### src/rtl/multicycle_cu_if.sv
`default_nettype none
// ============================================================================
//  Module      : multicycle_cu_if
//  Description : Unified instruction/data memory port between the multi-cycle
//                control unit and the memory. The control unit is the master:
//                it issues the address select and the read/write requests, and
//                the memory answers with mem_ready.
//  Revision    : 1.0 - initial release
// ============================================================================
interface multicycle_cu_if;
    logic iord;        // address mux: 0 = PC, 1 = ALUOut
    logic mem_read;    // read request
    logic mem_write;   // write request
    logic mem_ready;   // memory completes the current access this cycle

    modport master (
        output iord,
        output mem_read,
        output mem_write,
        input  mem_ready
    );

    modport slave (
        input  iord,
        input  mem_read,
        input  mem_write,
        output mem_ready
    );
endinterface
`default_nettype wire

### src/rtl/multicycle_cu.sv
`default_nettype none
// ============================================================================
//  Module      : multicycle_cu
//  Description : Moore-style control unit for a multi-cycle MIPS subset
//                (R-type, lw, sw, beq, j, addiu). It sequences the shared ALU,
//                the unified memory and the IR/MDR/A/B/ALUOut registers over
//                3-5 cycles per instruction. The memory port has a ready
//                handshake that allows wait states. A watchdog flags long
//                waits, and a sticky flag records unsupported opcodes.
//  Revision    : 1.0 - initial release
// ============================================================================
module multicycle_cu #(
    parameter int WAIT_MAX = 15
) (
    input  logic                  clk,
    input  logic                  rst_n,
    multicycle_cu_if.master       mem,
    input  logic [5:0]            op_code,
    input  logic                  zero,
    output logic                  pc_write,
    output logic                  pc_write_cond,
    output logic                  ir_write,
    output logic                  reg_dst,
    output logic                  mem_to_reg,
    output logic                  reg_write,
    output logic                  alu_src_a,
    output logic [1:0]            alu_src_b,
    output logic [1:0]            alu_op,
    output logic [1:0]            pc_source,
    output logic [3:0]            state,
    output logic                  illegal_op,
    output logic                  mem_timeout
);

    localparam int             CNT_W = (WAIT_MAX < 1) ? 1 : $clog2(WAIT_MAX + 1);
    localparam logic [CNT_W-1:0] C_WAIT_MAX = CNT_W'(WAIT_MAX);

    localparam logic [5:0] OP_RTYPE = 6'b000000;
    localparam logic [5:0] OP_LW    = 6'b100011;
    localparam logic [5:0] OP_SW    = 6'b101011;
    localparam logic [5:0] OP_BEQ   = 6'b000100;
    localparam logic [5:0] OP_J     = 6'b000010;
    localparam logic [5:0] OP_ADDIU = 6'b001001;

    typedef enum logic [3:0] {
        S_FETCH    = 4'd0,
        S_DECODE   = 4'd1,
        S_MEM_ADDR = 4'd2,
        S_MEM_RD   = 4'd3,
        S_MEM_WB   = 4'd4,
        S_MEM_WR   = 4'd5,
        S_R_EX     = 4'd6,
        S_R_WB     = 4'd7,
        S_BEQ      = 4'd8,
        S_JMP      = 4'd9,
        S_ADDI_EX  = 4'd10,
        S_ADDI_WB  = 4'd11
    } state_t;

    state_t             r_state;
    state_t             w_next;
    logic [CNT_W-1:0]   r_wdog;
    logic [CNT_W-1:0]   w_wdog_next;
    logic               w_waiting;
    logic               w_illegal_seen;
    logic               r_illegal;
    logic               r_timeout;

    logic               w_iord;
    logic               w_mem_read;
    logic               w_mem_write;

    // The zero flag gates pc_write_cond in the datapath, not in this block.
    logic               unused_zero;
    assign unused_zero = zero;

    // State register; an asserted reset abandons any partial instruction.
    always_ff @(posedge clk or negedge rst_n) begin
        if (!rst_n) begin
            r_state <= S_FETCH;
        end else begin
            r_state <= w_next;
        end
    end

    // Next-state and Moore outputs (FETCH write enables also follow mem_ready).
    always_comb begin
        w_next         = S_FETCH;
        pc_write       = 1'b0;
        pc_write_cond  = 1'b0;
        w_iord         = 1'b0;
        w_mem_read     = 1'b0;
        w_mem_write    = 1'b0;
        ir_write       = 1'b0;
        reg_dst        = 1'b0;
        mem_to_reg     = 1'b0;
        reg_write      = 1'b0;
        alu_src_a      = 1'b0;
        alu_src_b      = 2'b00;
        alu_op         = 2'b00;
        pc_source      = 2'b00;
        w_illegal_seen = 1'b0;

        case (r_state)
            S_FETCH: begin
                // Reset forces state to FETCH; keep requests and loads quiet
                // while rst_n is low so nothing is written during reset.
                w_mem_read = rst_n;
                alu_src_b  = 2'b01;
                ir_write   = mem.mem_ready & rst_n;
                pc_write   = mem.mem_ready & rst_n;
                w_next     = mem.mem_ready ? S_DECODE : S_FETCH;
            end
            S_DECODE: begin
                alu_src_b = 2'b11;
                case (op_code)
                    OP_RTYPE:      w_next = S_R_EX;
                    OP_LW, OP_SW:  w_next = S_MEM_ADDR;
                    OP_BEQ:        w_next = S_BEQ;
                    OP_J:          w_next = S_JMP;
                    OP_ADDIU:      w_next = S_ADDI_EX;
                    default: begin
                        w_next         = S_FETCH;
                        w_illegal_seen = 1'b1;
                    end
                endcase
            end
            S_MEM_ADDR: begin
                alu_src_a = 1'b1;
                alu_src_b = 2'b10;
                w_next    = (op_code == OP_LW) ? S_MEM_RD : S_MEM_WR;
            end
            S_MEM_RD: begin
                w_mem_read = 1'b1;
                w_iord     = 1'b1;
                w_next     = mem.mem_ready ? S_MEM_WB : S_MEM_RD;
            end
            S_MEM_WB: begin
                reg_write  = 1'b1;
                mem_to_reg = 1'b1;
            end
            S_MEM_WR: begin
                w_mem_write = 1'b1;
                w_iord      = 1'b1;
                w_next      = mem.mem_ready ? S_FETCH : S_MEM_WR;
            end
            S_R_EX: begin
                alu_src_a = 1'b1;
                alu_op    = 2'b10;
                w_next    = S_R_WB;
            end
            S_R_WB: begin
                reg_write = 1'b1;
                reg_dst   = 1'b1;
            end
            S_BEQ: begin
                alu_src_a     = 1'b1;
                alu_op        = 2'b01;
                pc_write_cond = 1'b1;
                pc_source     = 2'b01;
            end
            S_JMP: begin
                pc_write  = 1'b1;
                pc_source = 2'b10;
            end
            S_ADDI_EX: begin
                alu_src_a = 1'b1;
                alu_src_b = 2'b10;
                w_next    = S_ADDI_WB;
            end
            S_ADDI_WB: begin
                reg_write = 1'b1;
            end
            default: begin
                w_next = S_FETCH;
            end
        endcase
    end

    // Watchdog: count consecutive stalled cycles in a memory state, saturating.
    always_comb begin
        w_waiting   = ((r_state == S_FETCH) || (r_state == S_MEM_RD) ||
                       (r_state == S_MEM_WR)) && !mem.mem_ready;
        w_wdog_next = '0;
        if (w_waiting) begin
            w_wdog_next = (r_wdog == C_WAIT_MAX) ? r_wdog : r_wdog + 1'b1;
        end
    end

    // Watchdog counter and sticky status flags; only reset clears the flags.
    always_ff @(posedge clk or negedge rst_n) begin
        if (!rst_n) begin
            r_wdog    <= '0;
            r_illegal <= 1'b0;
            r_timeout <= 1'b0;
        end else begin
            r_wdog <= w_wdog_next;
            if (w_illegal_seen) begin
                r_illegal <= 1'b1;
            end
            if (w_waiting && (w_wdog_next == C_WAIT_MAX)) begin
                r_timeout <= 1'b1;
            end
        end
    end

    assign mem.iord      = w_iord;
    assign mem.mem_read  = w_mem_read;
    assign mem.mem_write = w_mem_write;
    assign state         = r_state;
    assign illegal_op    = r_illegal;
    assign mem_timeout   = r_timeout;

endmodule
`default_nettype wire

### src/flat_wrapper.sv
// flat-port wrapper written by rule: the top's interface ports become plain ports
module multicycle_cu_flat 
#(
    parameter int WAIT_MAX = 15
)
  (clk, rst_n, op_code, zero, pc_write, pc_write_cond, ir_write, reg_dst, mem_to_reg, reg_write, alu_src_a, alu_src_b, alu_op, pc_source, state, illegal_op, mem_timeout, mem_iord, mem_mem_read, mem_mem_write, mem_mem_ready);
  multicycle_cu_if mem_i ();
  input  logic clk;
  input  logic rst_n;
  input  logic [5:0] op_code;
  input  logic zero;
  output logic pc_write;
  output logic pc_write_cond;
  output logic ir_write;
  output logic reg_dst;
  output logic mem_to_reg;
  output logic reg_write;
  output logic alu_src_a;
  output logic [1:0] alu_src_b;
  output logic [1:0] alu_op;
  output logic [1:0] pc_source;
  output logic [3:0] state;
  output logic illegal_op;
  output logic mem_timeout;
  output wire logic [$bits(mem_i.iord)-1:0] mem_iord;
  output wire logic [$bits(mem_i.mem_read)-1:0] mem_mem_read;
  output wire logic [$bits(mem_i.mem_write)-1:0] mem_mem_write;
  input wire logic [$bits(mem_i.mem_ready)-1:0] mem_mem_ready;
  assign mem_iord = mem_i.iord;
  assign mem_mem_read = mem_i.mem_read;
  assign mem_mem_write = mem_i.mem_write;
  assign mem_i.mem_ready = mem_mem_ready;
  multicycle_cu #(.WAIT_MAX(WAIT_MAX)) u_core (.clk(clk), .rst_n(rst_n), .mem(mem_i), .op_code(op_code), .zero(zero), .pc_write(pc_write), .pc_write_cond(pc_write_cond), .ir_write(ir_write), .reg_dst(reg_dst), .mem_to_reg(mem_to_reg), .reg_write(reg_write), .alu_src_a(alu_src_a), .alu_src_b(alu_src_b), .alu_op(alu_op), .pc_source(pc_source), .state(state), .illegal_op(illegal_op), .mem_timeout(mem_timeout));
endmodule
### config.mk
export PLATFORM = sky130hd
export DESIGN_NAME = multicycle_cu_flat
export DESIGN_NICKNAME = d
export VERILOG_FILES = /design/src/rtl/multicycle_cu_if.sv /design/src/rtl/multicycle_cu.sv /design/src/flat_wrapper.sv
export SDC_FILE = /design/constraint.sdc
export NUM_CORES = 1
export LEC_CHECK = 0
export CAP_MARGIN = 20
export CORE_ASPECT_RATIO = 1.5
export CORE_UTILIZATION = 39
export DETAILED_ROUTE_END_ITERATION = 16
export PLACE_DENSITY = 0.76
export SLEW_MARGIN = 20
export SYNTH_ARGS = -nofsm -noshare
export SYNTH_HDL_FRONTEND = slang
export SYNTH_SLANG_ARGS = --single-unit
### constraint.sdc
create_clock -name clk -period 1.4 [get_ports clk]
set_clock_uncertainty 0.2 [all_clocks]
set_input_delay 0.14 -clock clk [delete_from_list [all_inputs] [get_ports clk]]
set_output_delay 0.14 -clock clk [all_outputs]
set_load 0.02 [all_outputs]
# Yosys cells after proc, flatten, opt, wreduce, memory -nomap -nowiden
# Cells that the tools add are included.
totals:
  wordCells: 60
  regBits: 10
  input_bits: 10
op_classes:
  n_reduce_logical: 13
  muxes: 23
  n_addsub: 1
  bitwise: 1
  eq_ne: 18
op_table:
  columns: ["cell", "n"]
  rows:
  - ["case mux 4 bit (7 select lines)", 1]
  - ["== test 4 bit, second input constant", 6]
  - ["case mux 4 bit (5 select lines)", 1]
  - ["== test 4 x 3 -> 1 bit, second input constant", 4]
  - ["== test 6 bit, second input constant", 2]
  - ["2-to-1 mux 1 bit", 11]
  - ["2-to-1 mux 3 bit", 3]
  - ["== test 4 x 2 -> 1 bit, second input constant", 2]
  - ["2-to-1 mux 4 bit", 2]
  - ["case mux 2 bit (2 select lines)", 2]
  - ["== test 6 x 2 -> 1 bit, second input constant", 1]
  - ["== test 6 x 3 -> 1 bit, second input constant", 1]
  - ["== test 6 x 4 -> 1 bit, second input constant", 1]
  - ["zero test 6 bit", 1]
  - ["case mux 2 bit (3 select lines)", 1]
  - ["OR reduction 2 bit", 3]
  - ["OR reduction 6 bit", 1]
  - ["adder 4 x 1 -> 4 bit, second input constant", 1]
  - ["== test 4 x 1 -> 1 bit, second input constant", 1]
  - ["zero test 4 bit", 1]
  - ["case mux 1 bit (2 select lines)", 2]
  - ["OR reduction 4 bit", 1]
  - ["OR reduction 3 bit", 1]
  - ["logical AND 1 bit", 2]
  - ["other kinds (3)", 4]

# Longest topological paths before layout
depth:
  ltp_word: 7
  depth_mapped: 6
  mapped_depth_nobuf: 5

# Worst setup path after synthesis
# OpenSTA, ideal clock, no wires.
synth_timing:
  path_type: "flip-flop to output port"
  startpoint: "register u_core.r_state[1], in the netlist u_core.state[1]"
  endpoint: "output port ir_write"
  t_arrival_ns: 1.632
  slack_ns: -0.572
  path_buffers: 1
  path_stages_with_launch: 4
  required_ns: 1.060
  path_cell_list: "dfrtp_1 buf_2 or2_1 nor4_1"
synth_between:
  elab_chain_len: 2
synth_lines:
  columns: ["item", "line", "rtl"]
  rows:
  - ["start, declared", "multicycle_cu.sv:60", "state_t r_state;"]
  - ["start signal, assigned", "multicycle_cu.sv:82", "r_state <= w_next;"]
  - ["zero test 4 bit", "multicycle_cu.sv:104", "case (r_state)"]
  - ["2-to-1 mux 1 bit", "multicycle_cu.sv:104", null]
  - ["end, declared", "flat_wrapper.sv:14", "output logic ir_write;"]
# Every way passes these cells.

# Worst setup path in the final report
layout_timing:
  startpoint: "register u_core.r_state[1], in the netlist u_core.state[1]"
  endpoint: "register u_core.r_timeout, in the netlist u_core.mem_timeout"
layout_between:
  elab_chain_len: 7
  elab_cells_between_ends: 9
layout_lines:
  columns: ["item", "line", "rtl"]
  rows:
  - ["== test 4 x 2 -> 1 bit / zero test 4 bit (equally long branches)", "multicycle_cu.sv:182", "w_waiting = ((r_state == S_FETCH) || (r_state == S_MEM_RD) ||"]
  - ["logical OR 1 bit", "multicycle_cu.sv:182", null]
  - ["logical OR 1 bit *", "multicycle_cu.sv:182", null]
  - ["logical AND 1 bit *", "multicycle_cu.sv:183", "(r_state == S_MEM_WR)) && !mem.mem_ready;"]
  - ["2-to-1 mux 4 bit", "multicycle_cu.sv:185", "if (w_waiting) begin"]
  - ["== test 4 bit", "multicycle_cu.sv:201", "if (w_waiting && (w_wdog_next == C_WAIT_MAX)) begin"]
  - ["logical AND 1 bit *", "multicycle_cu.sv:201", null]
  - ["end signal, assigned", "multicycle_cu.sv:195", "r_timeout <= 1'b0;"]
  - ["end signal, assigned", "multicycle_cu.sv:202", "r_timeout <= 1'b1;"]
  - ["end, declared", "multicycle_cu.sv:67", "logic r_timeout;"]
# Every way passes the cells marked *; elsewhere a longest branch is shown, timed or not.
# A chain may end at the register's enable or synchronous reset.

==> insert_results.sql <==
INSERT INTO impl_metrics (metric_group, metric, value, unit) VALUES
('placement', 'place.gp.congestion', '0.8484', ''),
('min_path', 'holdCritPathClass', 'reg2reg', ''),
('sta', 'number_of_pins_with_negative_max_slew_slack_in_the_final_report', '0', ''),
('finish', 'regArea', '255.2', 'um^2'),
('sta', 'setup_viol', '27', ''),
('die', 'core', '0.002027', 'mm^2'),
('cts', 'cts.path.max_buffers', '2', ''),
('cts', 'cts_tree', 'yes', ''),
('cts', 'h_tree_lvl_count', '1', ''),
('cts', 'number_of_clock_sinks_seen_by_cts', '10', ''),
('routing', 'detailroute.via_count', '1312', ''),
('cts', 'tritoncts.num_buffers', '3', ''),
('die', 'floorplan.initialDensity', '41.48', '%'),
('worst_setup_path', 'worst_ep_arrival_time', '1830', 'ps'),
('cts', 'cts.root.buffer_cell', 'clkbuf_4', ''),
('global_route', 'grt_antenna_before_repair', '0', ''),
('sta', 'hold-worst-slack', '351.5', 'ps'),
('finish', 'antenna-diode-count', '0', ''),
('sta', 'finalSetupTns', '-9477', 'ps'),
('routing', 'initialDrtViolationCount', '113', ''),
('global_route', 'grt_pass1_wl', '5.099', 'mm'),
('cts', 'worst_setup_hold_path_clk_slew', '80', 'ps'),
('worst_setup_path', 'cp_data_required_time', '1360', 'ps'),
('finish', 'layout.filler_cells', '60', ''),
('yosys', 'synthesis_stage_register_bit_count', '10', ''),
('yosys', 'syn_area_per_cell', '7.714', 'um^2'),
('routing', 'ant_nets', '0', ''),
('yosys', 'synth_fp_nets', '120', ''),
('power_and_ir_drop', 'fin_total_pwr', '1.574', 'mW'),
('yosys', 'post_synth_instance_area', '840.8', 'um^2'),
('placement', 'place.detailed.hpwl', '2.184', 'mm'),
('global_route', 'vias_in_the_first_global_route', '1121', ''),
('sta', 'shortest_period_the_worst_path_allows', '1866', 'ps'),
('sta', 'hold_violation_total_from_the_final_report', '0', ''),
('finish', 'layout_commonest_cell', 'buf_6', ''),
('routing', 'wl_per_cell', '23.81', 'um'),
('finish', 'postLayoutCellArea', '0.001917', 'mm^2'),
('finish', 'layout.cells.most_common_list', 'buf_6 (34), buf_4 (30), nor2_1 (8)', ''),
('yosys', 'synth.yosys.seq_area_share', '29.76', '%'),
('run', 'reported_max_cap_violation_count', '0', ''),
('global_route', 'globalRoute.totalOverflow', '0', ''),
('yosys', 'synth_cell_types', '40', ''),
('sta', 'grt_setup_unrepaired', 'true', ''),
('routing', 'avgViaCountPerCell', '6.338', ''),
('worst_setup_path', 'timing.critical_path.from_type', 'flip-flop', ''),
('die', 'horiz_die_dim', '39.91', 'um'),
('sta', 'slew-limit-headroom', '68.79', '%'),
('worst_setup_path', 'endpoint_kind', 'flip-flop', ''),
('power_and_ir_drop', 'max-vdd-ir-drop', '0.8817', 'mV'),
('routing', 'detail_route.first_pass.iterations', '4', ''),
('run_status', 'violations', 'setup timing', ''),
('yosys', 'synth_area_leader_cell', 'dfrtp_1', ''),
('routing', 'number_of_design_rule_violations_left_after_detail_routing', '0', ''),
('routing', 'drt-total-wl', '4.928', 'mm'),
('worst_setup_path', 'critical_path_class', 'reg2reg', ''),
('yosys', 'yosysWarnings', '0', ''),
('yosys', 'synthesis.instances', '109', ''),
('sta', 'setup_slack', '-465.6', 'ps'),
('yosys', 'post_synth_main_area_contributors', 'dfrtp_1 (30%), nor2_1 (7.1%), nor3_1 (4.8%)', ''),
('placement', 'io_buffer_count', '30', ''),
('die', 'fp-row-count', '20', ''),
('placement', 'placed_area', '0.001519', 'mm^2'),
('worst_setup_path', 'critical_path.max_fanout', '5', ''),
('die', 'die_h', '58.87', 'um'),
('yosys', 'synthDominantCellAreaShare', '29.76', '%'),
('power_and_ir_drop', 'static_leakage', '0.8139', 'nW'),
('global_route', 'grt_start_max_net_pins', '11', ''),
('global_route', 'grtUsageTotal', '32.07', '%'),
('die', 'die-area', '0.002349', 'mm^2'),
('power_and_ir_drop', 'power_density', '820.9', 'mW/mm^2'),
('finish', 'final_net_count', '197', ''),
('finish', 'multi_input_area', '788.3', 'um^2'),
('sta', 'final.period_utilization', '133.3', '%'),
('finish', 'drive_gt1_share', '62.70', '%'),
('sta', 'max_clock_freq', '536.0', 'MHz'),
('sta', 'max_slew.worst_pin.slew', '461.8', 'ps'),
('run_status', 'run_status', 'finished, violations left', ''),
('die', 'num_ports', '32', ''),
('finish', 'syn_to_layout_area_delta', '128.0', '%'),
('cts', 'clock_insertion_delay_worst_skew', '290', 'ps');
[routing by layer]
metal | vias up | routed length [um] | track usage (%)
met4 | 0 | 350 | 14.78
met1 | 615 | 1660 | 35.47
met3 | 40 | 405 | 4.906
met2 | 112 | 2512 | 56.22
li1 | 545 | - | -
met5 | - | 0 | 0
[cells by family after synthesis]
| group | share of synthesized area (%) |
|---|---|
| AO/OA/AOI/OAI | 17.26 |
| XOR/XNOR | 3.126 |
| adder cells (fa/ha/maj) | 1.488 |
| buffers and inverters | 8.035 |
| flip-flops | 29.76 |
| multiplexers | 1.191 |
| AND/OR/NAND/NOR | 39.14 |
[area by class of cell]
class | instances | area share (%)
Clock buffer | 4 | 1.893
Tap cell | 22 | 1.436
Timing Repair Buffer | 80 | 41.12
Sequential cell | 10 | 13.32
Multi-Input combinational cell | 86 | 41.12
Inverter | 5 | 1.110
[timing repair]
| item | CTS | global route |
|---|---|---|
| endpoints found under the hold margin | 10 | 0 |
| setup endpoints to repair | 32 | 29 |
| setup buffers | 9 | 2 |
| pin swaps | 13 | 14 |
| resized for setup | 132 | 36 |
| hold buffers | 1 | 0 |
[cells in the mapped netlist]
library cell / number
nand3_1: 1
nand2b_4: 1
a311oi_1: 1
and3_1: 1
nand2_1: 7
and3b_1: 3
a221o_1: 1
mux2i_1: 1
ha_1: 1
nand2b_1: 1
a21o_1: 1
buf_6: 1
a21oi_1: 6
nor3_2: 1
nand4b_1: 1
nor4bb_1: 3
o21ai_0: 4
o21ai_1: 5
nor2b_1: 1
or3_1: 1
o21a_1: 1
nor2_1: 16
or2_0: 1
o31ai_1: 2
nor4_1: 4
or4_1: 1
dfrtp_1: 10
nor3b_1: 2
clkbuf_1: 2
or3_4: 1
or2_1: 2
nor3_1: 8
buf_2: 3
o22ai_1: 1
a22o_1: 1
a31oi_1: 1
nand4_1: 1
inv_1: 5
buf_4: 2
xnor2_1: 3
[power breakdown]
| group | total [mW] | internal, mW | switching, mW |
|---|---|---|---|
| Clock | 0.284 | 0.159 | 0.125 |
| Sequential | 0.341 | 0.313 | 0.0279 |
| Combinational | 0.949 | 0.474 | 0.475 |
[through the flow]
step                      setup slack [ps]  util, %  instances
after floorplan                     -173.4        -        109
after global placement              -648.7    74.94        191
after detailed placement            -728.3    74.94        191
after CTS                           -394.6    85.49        205
after global routing                -519.5    94.57        207
final                               -465.6    94.57        207
[critical path, stage by stage (launching register included)]
cell     delay, ps
dfrtp_2        450
buf_6          130
buf_6          120
xnor2_4        130
buf_6          120
nor2b_4        130
o21ai_4        100
o31ai_1        350
[final timing paths]
path | slack (ps) | cells after the start | end | start
worst max-delay path | -470 | 7 | u_core.mem_timeout | u_core.state[1]
worst min-delay path | 350 | 1 | u_core.illegal_op | u_core.illegal_op
worst max register to register | -470 | 7 | u_core.mem_timeout | u_core.state[1]
worst min register to register | 350 | 1 | u_core.illegal_op | u_core.illegal_op
max in group asynchronous | 390 | 4 | u_core.state[3] | rst_n
min in group asynchronous | 440 | 4 | u_core.mem_timeout | rst_n
[flip-flops by register name, indices dropped and copies added (netlist names)]
register and cells:
u_core.r_wdog 4, u_core.state 4, u_core.illegal_op 1, u_core.mem_timeout 1
(Power assumes the default switching activity.)
==> variant 1, RTL diff (config.mk and constraints unchanged) <==
`WAIT_MAX` is set to 15 in 2 places; all go to 30.
--- a/src/rtl/multicycle_cu.sv
+++ b/src/rtl/multicycle_cu.sv
@@ -10,7 +10,7 @@
 //  Revision    : 1.0 - initial release
 // ============================================================================
 module multicycle_cu #(
-    parameter int WAIT_MAX = 15
+    parameter int WAIT_MAX = 30
 ) (
     input  logic                  clk,
     input  logic                  rst_n,
--- a/src/flat_wrapper.sv
+++ b/src/flat_wrapper.sv
@@ -1,7 +1,7 @@
 // flat-port wrapper written by rule: the top's interface ports become plain ports
 module multicycle_cu_flat 
 #(
-    parameter int WAIT_MAX = 15
+    parameter int WAIT_MAX = 30
 )
   (clk, rst_n, op_code, zero, pc_write, pc_write_cond, ir_write, reg_dst, mem_to_reg, reg_write, alu_src_a, alu_src_b, alu_op, pc_source, state, illegal_op, mem_timeout, mem_iord, mem_mem_read, mem_mem_write, mem_mem_ready);
   multicycle_cu_if mem_i ();
Function: same outputs for any inputs over 10 cycles, from zero or initial values and one cycle with rst_n low; that may be too few to reach the edited logic, so the function may still have changed.
==> variant 1 against the original RTL <==
The run still ends with negative setup slack left; clock power is 24% lower; total power rose by 39%; sequential cell count grew 1; critical path depth decreased by 1; synthesized cell count increased by 9.2%; die area grew 10%; setup slack worse by 0.15 ns; worst hold slack got worse by 0.29 ns; sequential share of layout area decreased by 0.20 points; area after synthesis increased by 11%; design area rose by 11%; routed wire length rose by 17%; largest cell class is now non-clock buffers; largest power group unchanged.
==> variant 1: results (changes against the original RTL) <==
stage;metric;value;unit;change
global_routing;grt_pass1_wl;6.306;mm;+24%
run_status;violations;negative setup slack;;
routing;wl_met3;351;um;-13%
yosys;synth_compound_area_share;22.82;%;+5.6 points
min_path;hold_path.class;input port to async pin;;
global_routing;grt.met1_usage;33.93;%;-1.5 points
placement;dp_hpwl;2.418;mm;+11%
setup_path;reg2reg_depth;5;;-2
global_routing;met3_usage;4.624;%;-0.28 points
global_routing;grt_max_degree;8;;-3
yosys;ys_top_cells_by_area;dfrtp_1, nor3_1, a21oi_1;;
yosys;synth_xor_area_share;2.819;%;-0.31 points
global_routing;grt.met2_usage;62.95;%;+6.7 points
layout;drive_above_1_share;65.73;%;+3.0 points
routing;drt_iter0_markers;72;;-36%
global_routing;grt_usage;32.76;%;+0.69 points
power_and_ir_drop;pg_comb;1.55;mW;+63%
sta;setup_slack;-0.6120;ns;-0.1464 ns
power_and_ir_drop;p_sw;0.9128;mW;+45%
yosys;synth_fa_ha_area_share;2.685;%;+1.2 points
routing;wl_met1;1.786;mm;+7.6%
run_status;outcome;complete, but fails checks;;
power_and_ir_drop;p_leak;0.9673;nW;+19%
sta;setup_viol;30;;+11%
yosys;synth_fp_nets;131;;+9.2%
power_and_ir_drop;seqPwrFrac;19.2;%;-2.5 points
power_and_ir_drop;ir_drop;676.1;uV;-23%
yosys;synth_mux_area_share;1.074;%;-0.12 points
placement;dpl_worst_slack;-0.6721;ns;+0.05624 ns
cts;postCtsSetupBuffers;19;;+10
setup_path;worstPathMaxFanout;7;;+2
sta;slew_headroom;65.83;%;-3.0 points
layout;finalNonFillerCells;236;;+14%
yosys;syn_avg_cell_area;7.833;um2;+1.5%
routing;finalWirelength;5.743;mm;+17%
layout;layout.nets;226;;+15%
placement;globalplace.congestion;0.8733;;+2.9%
==> variant 1: cell types whose count changed after synthesis, sizes merged, moves of 3 or more <==
cell,before,now
clkbuf,2,7
o21ai,9,4
and3b,3,0
nand3,1,5
a21oi,6,9
nor2,16,11
==> variant 1: logic make-up after synthesis <==
logic type      Yosys count
buf+inv                  15
xor+xnor                  3
fa+ha+maj                 2
compound gates           30
simple gates             57
flops                    11
mux                       1
==> variant 1: how the worst max path moves through the flow <==
stage	to	start	depth (start not counted)	slack, ns
6_report	u_core.mem_timeout$_DFFE_PN0P_	mem_mem_ready	6	-0.61
4_1_cts	u_core.mem_timeout$_DFFE_PN0P_	u_core.state[3]$_DFF_PN0_	5	-0.55
2_1_floorplan	u_core.mem_timeout$_DFFE_PN0P_	u_core.state[1]$_DFF_PN0_	5	-0.55
5_1_grt	alu_src_a	u_core.state[2]$_DFF_PN0_	4	-0.63
3_3_place_gp	pc_write	rst_n	6	-0.66
3_5_place_dp	pc_write	rst_n	6	-0.67
==> variant 1: worst max-delay path, stage by stage <==
cell	delay, ns
clkdlybuf4s50_1	0.47
buf_4	0.21
or4_4	0.54
o22a_4	0.26
a211oi_4	0.19
a41o_1	0.20
==> variant 1: cell type report <==
class / count / area share [%]
Timing Repair Buffer: 102 / 44.38
Multi-Input combinational cell: 93 / 39.34
Sequential cell: 11 / 13.11
Tap cell: 23 / 1.347
Clock buffer: 3 / 1.054
Inverter: 3 / 0.5269
Clock inverter: 1 / 0.2342
==> variant 1: stage by stage <==
stage	hold slack (ns)	instance area, um2
final	0.06526	2137
after global placement	0.2463	1667
after global routing	0.05265	2137
after floorplan	-0.3556	1061
after detailed placement	0.2475	1667
after CTS	0.04729	1991
==> variant 2, RTL diff (same settings) <==
Without the edit above. Register the output `mem_timeout` once more, without a reset; this adds one clock of latency there. The other outputs are not delayed to match.
--- a/src/rtl/multicycle_cu.sv
+++ b/src/rtl/multicycle_cu.sv
@@ -209,7 +209,9 @@
     assign mem.mem_write = w_mem_write;
     assign state         = r_state;
     assign illegal_op    = r_illegal;
-    assign mem_timeout   = r_timeout;
+    always_ff @(posedge clk) begin
+        mem_timeout <= r_timeout;
+    end
 
 endmodule
 `default_nettype wire
Behaviour: same outputs for any inputs over 10 cycles, from zero or initial values and one cycle with rst_n low; that may be too few to reach the edited logic, so the function may still have changed.
==> variant 2 against the original RTL <==
The run still ends with negative setup slack left; setup slack better by 0.027 ns; total power fell by 10%; highest routed layer unchanged; global-route usage decreased by 2.6 points; design area is 6.9% lower; count of clock-buffer cells in the layout is the same; non-clock buffer count down 6; cell count decreased by 2.4%; sequential cell count up 1; utilization fell by 7.6 points; area after synthesis rose by 2.4%; maximum frequency is 1.5% higher; largest power group unchanged; routed wire length shrank 34%.
==> variant 2: results (changes against the original RTL) <==
stage;metric;value;unit;change
layout;finalNonFillerCells;202;;-2.4%
routing;finalWirelength;3.232;mm;-34%
min_path;holdPathEnd;u_core.mem_timeout$_DFF_P_;;
setup_path;critPathTopFamily;simple AND/OR/NAND/NOR gates;;
yosys;synth_mux_area_share;1.163;%;-0.028 points
floorplanning;fp.dieW;40.36;um;+1.1%
sta;timing.hold.ws;0.1697;ns;-0.1818 ns
yosys;synth_xor_area_share;3.052;%;-0.073 points
yosys;syn_avg_cell_area;7.826;um2;+1.5%
sta;slew_headroom;76.65;%;+7.9 points
global_routing;grt_max_degree;12;;+1
global_routing;grt_pass1_wl;4.836;mm;-5.2%
cts;clk_pin_slew_worst_paths;0.06;ns;-0.02 ns
yosys;synthDistinctLibCells;41;;+2.5%
run_status;outcome;complete, but fails checks;;
run_status;violations;negative setup slack;;
layout;syn_to_final_growth;107.4;%;
yosys;async_flop_share;90.91;%;-9.1 points
global_routing;grt_pass1_vias;1156;;+3.1%
layout;layout.nets;192;;-2.5%
layout;n_all_buffers;74;;-7.5%
cts;clkLatencyLatePin;0.27;ns;-0.02 ns
placement;placed_cell_area;1501;um2;-1.2%
yosys;synth_fp_nets;121;;+0.83%
sta;setup_tns;-7.842;ns;+1.634 ns
setup_path;cpPeakStageDelay;0.42;ns;-0.03 ns
routing;via_count;1117;;-15%
placement;dpl_worst_slack;-0.7417;ns;-0.01334 ns
layout;clk_share;1.472;%;-0.42 points
sta;setup_viol;28;;+3.7%
min_path;min_from;u_core.r_timeout$_DFFE_PN0P_;;
power_and_ir_drop;ir_drop;668.9;uV;-24%
sta;setup_slack;-0.4389;ns;+0.02677 ns
yosys;synth_fa_ha_area_share;1.453;%;-0.035 points
yosys;synth_compound_area_share;16.86;%;-0.40 points
setup_path;crit_end;u_core.state[0]$_DFF_PN0_;;
yosys;ys_top_cells_by_area;dfrtp_1, nor2_1, nor3_1;;
setup_path;reg2reg_depth;6;;-1
global_routing;grt_usage;29.43;%;-2.6 points
layout;fillers;112;;+87%
layout;drive_above_1_share;57.78;%;-4.9 points
power_and_ir_drop;p_leak;0.7574;nW;-6.9%
yosys;ys.flop_type;dfrtp_1;;
layout;seq_share;15.42;%;+2.1 points
layout;bufAreaShareNonClock;38.82;%;-2.3 points
layout;multi_input_area;742.0;um2;-5.9%
min_path;holdPathStages;0;;-1
placement;dp_hpwl;2.171;mm;-0.60%
placement;globalplace.congestion;0.8345;;-1.6%
routing;drt_iter0_markers;29;;-74%
yosys;seq_area_frac_synth;31.40;%;+1.6 points
[variant 2: routing by layer]
metal  part of all wire, %  global-route usage, %  up-vias
met5                     0                      0        -
met4                   2.2                  13.33        0
met3                   3.0                  3.008       10
met2                    60                  56.69       44
met1                    35                  28.09      524
li1                      -                      -      539
[variant 2: logic make-up (layout without fill, tap and decap cells)]
kind of cell,after synthesis,in the layout
AOI/OAI and AO/OA,24,24
xor gates and xnor gates,3,3
adders and majority gates,1,1
buffers and inverters,13,83
DFF,11,11
muxes,1,1
and+or+nand+nor,57,57
[variant 2: where the power goes]
group | switching, mW | leakage [nW] | internal (mW)
clock network | 0.104 | 0.0150 | 0.110
registers | 0.0253 | 0.128 | 0.342
logic | 0.398 | 0.614 | 0.430
total | 0.527 | 0.757 | 0.883
[variant 2: repair_timing]
action,4_1_cts,5_1_grt
hold buffers,1,0
pin swaps,14,8
buffers inserted,10,1
gates resized for setup,138,19
hold endpoints to repair,10,0
setup endpoints to repair,32,29
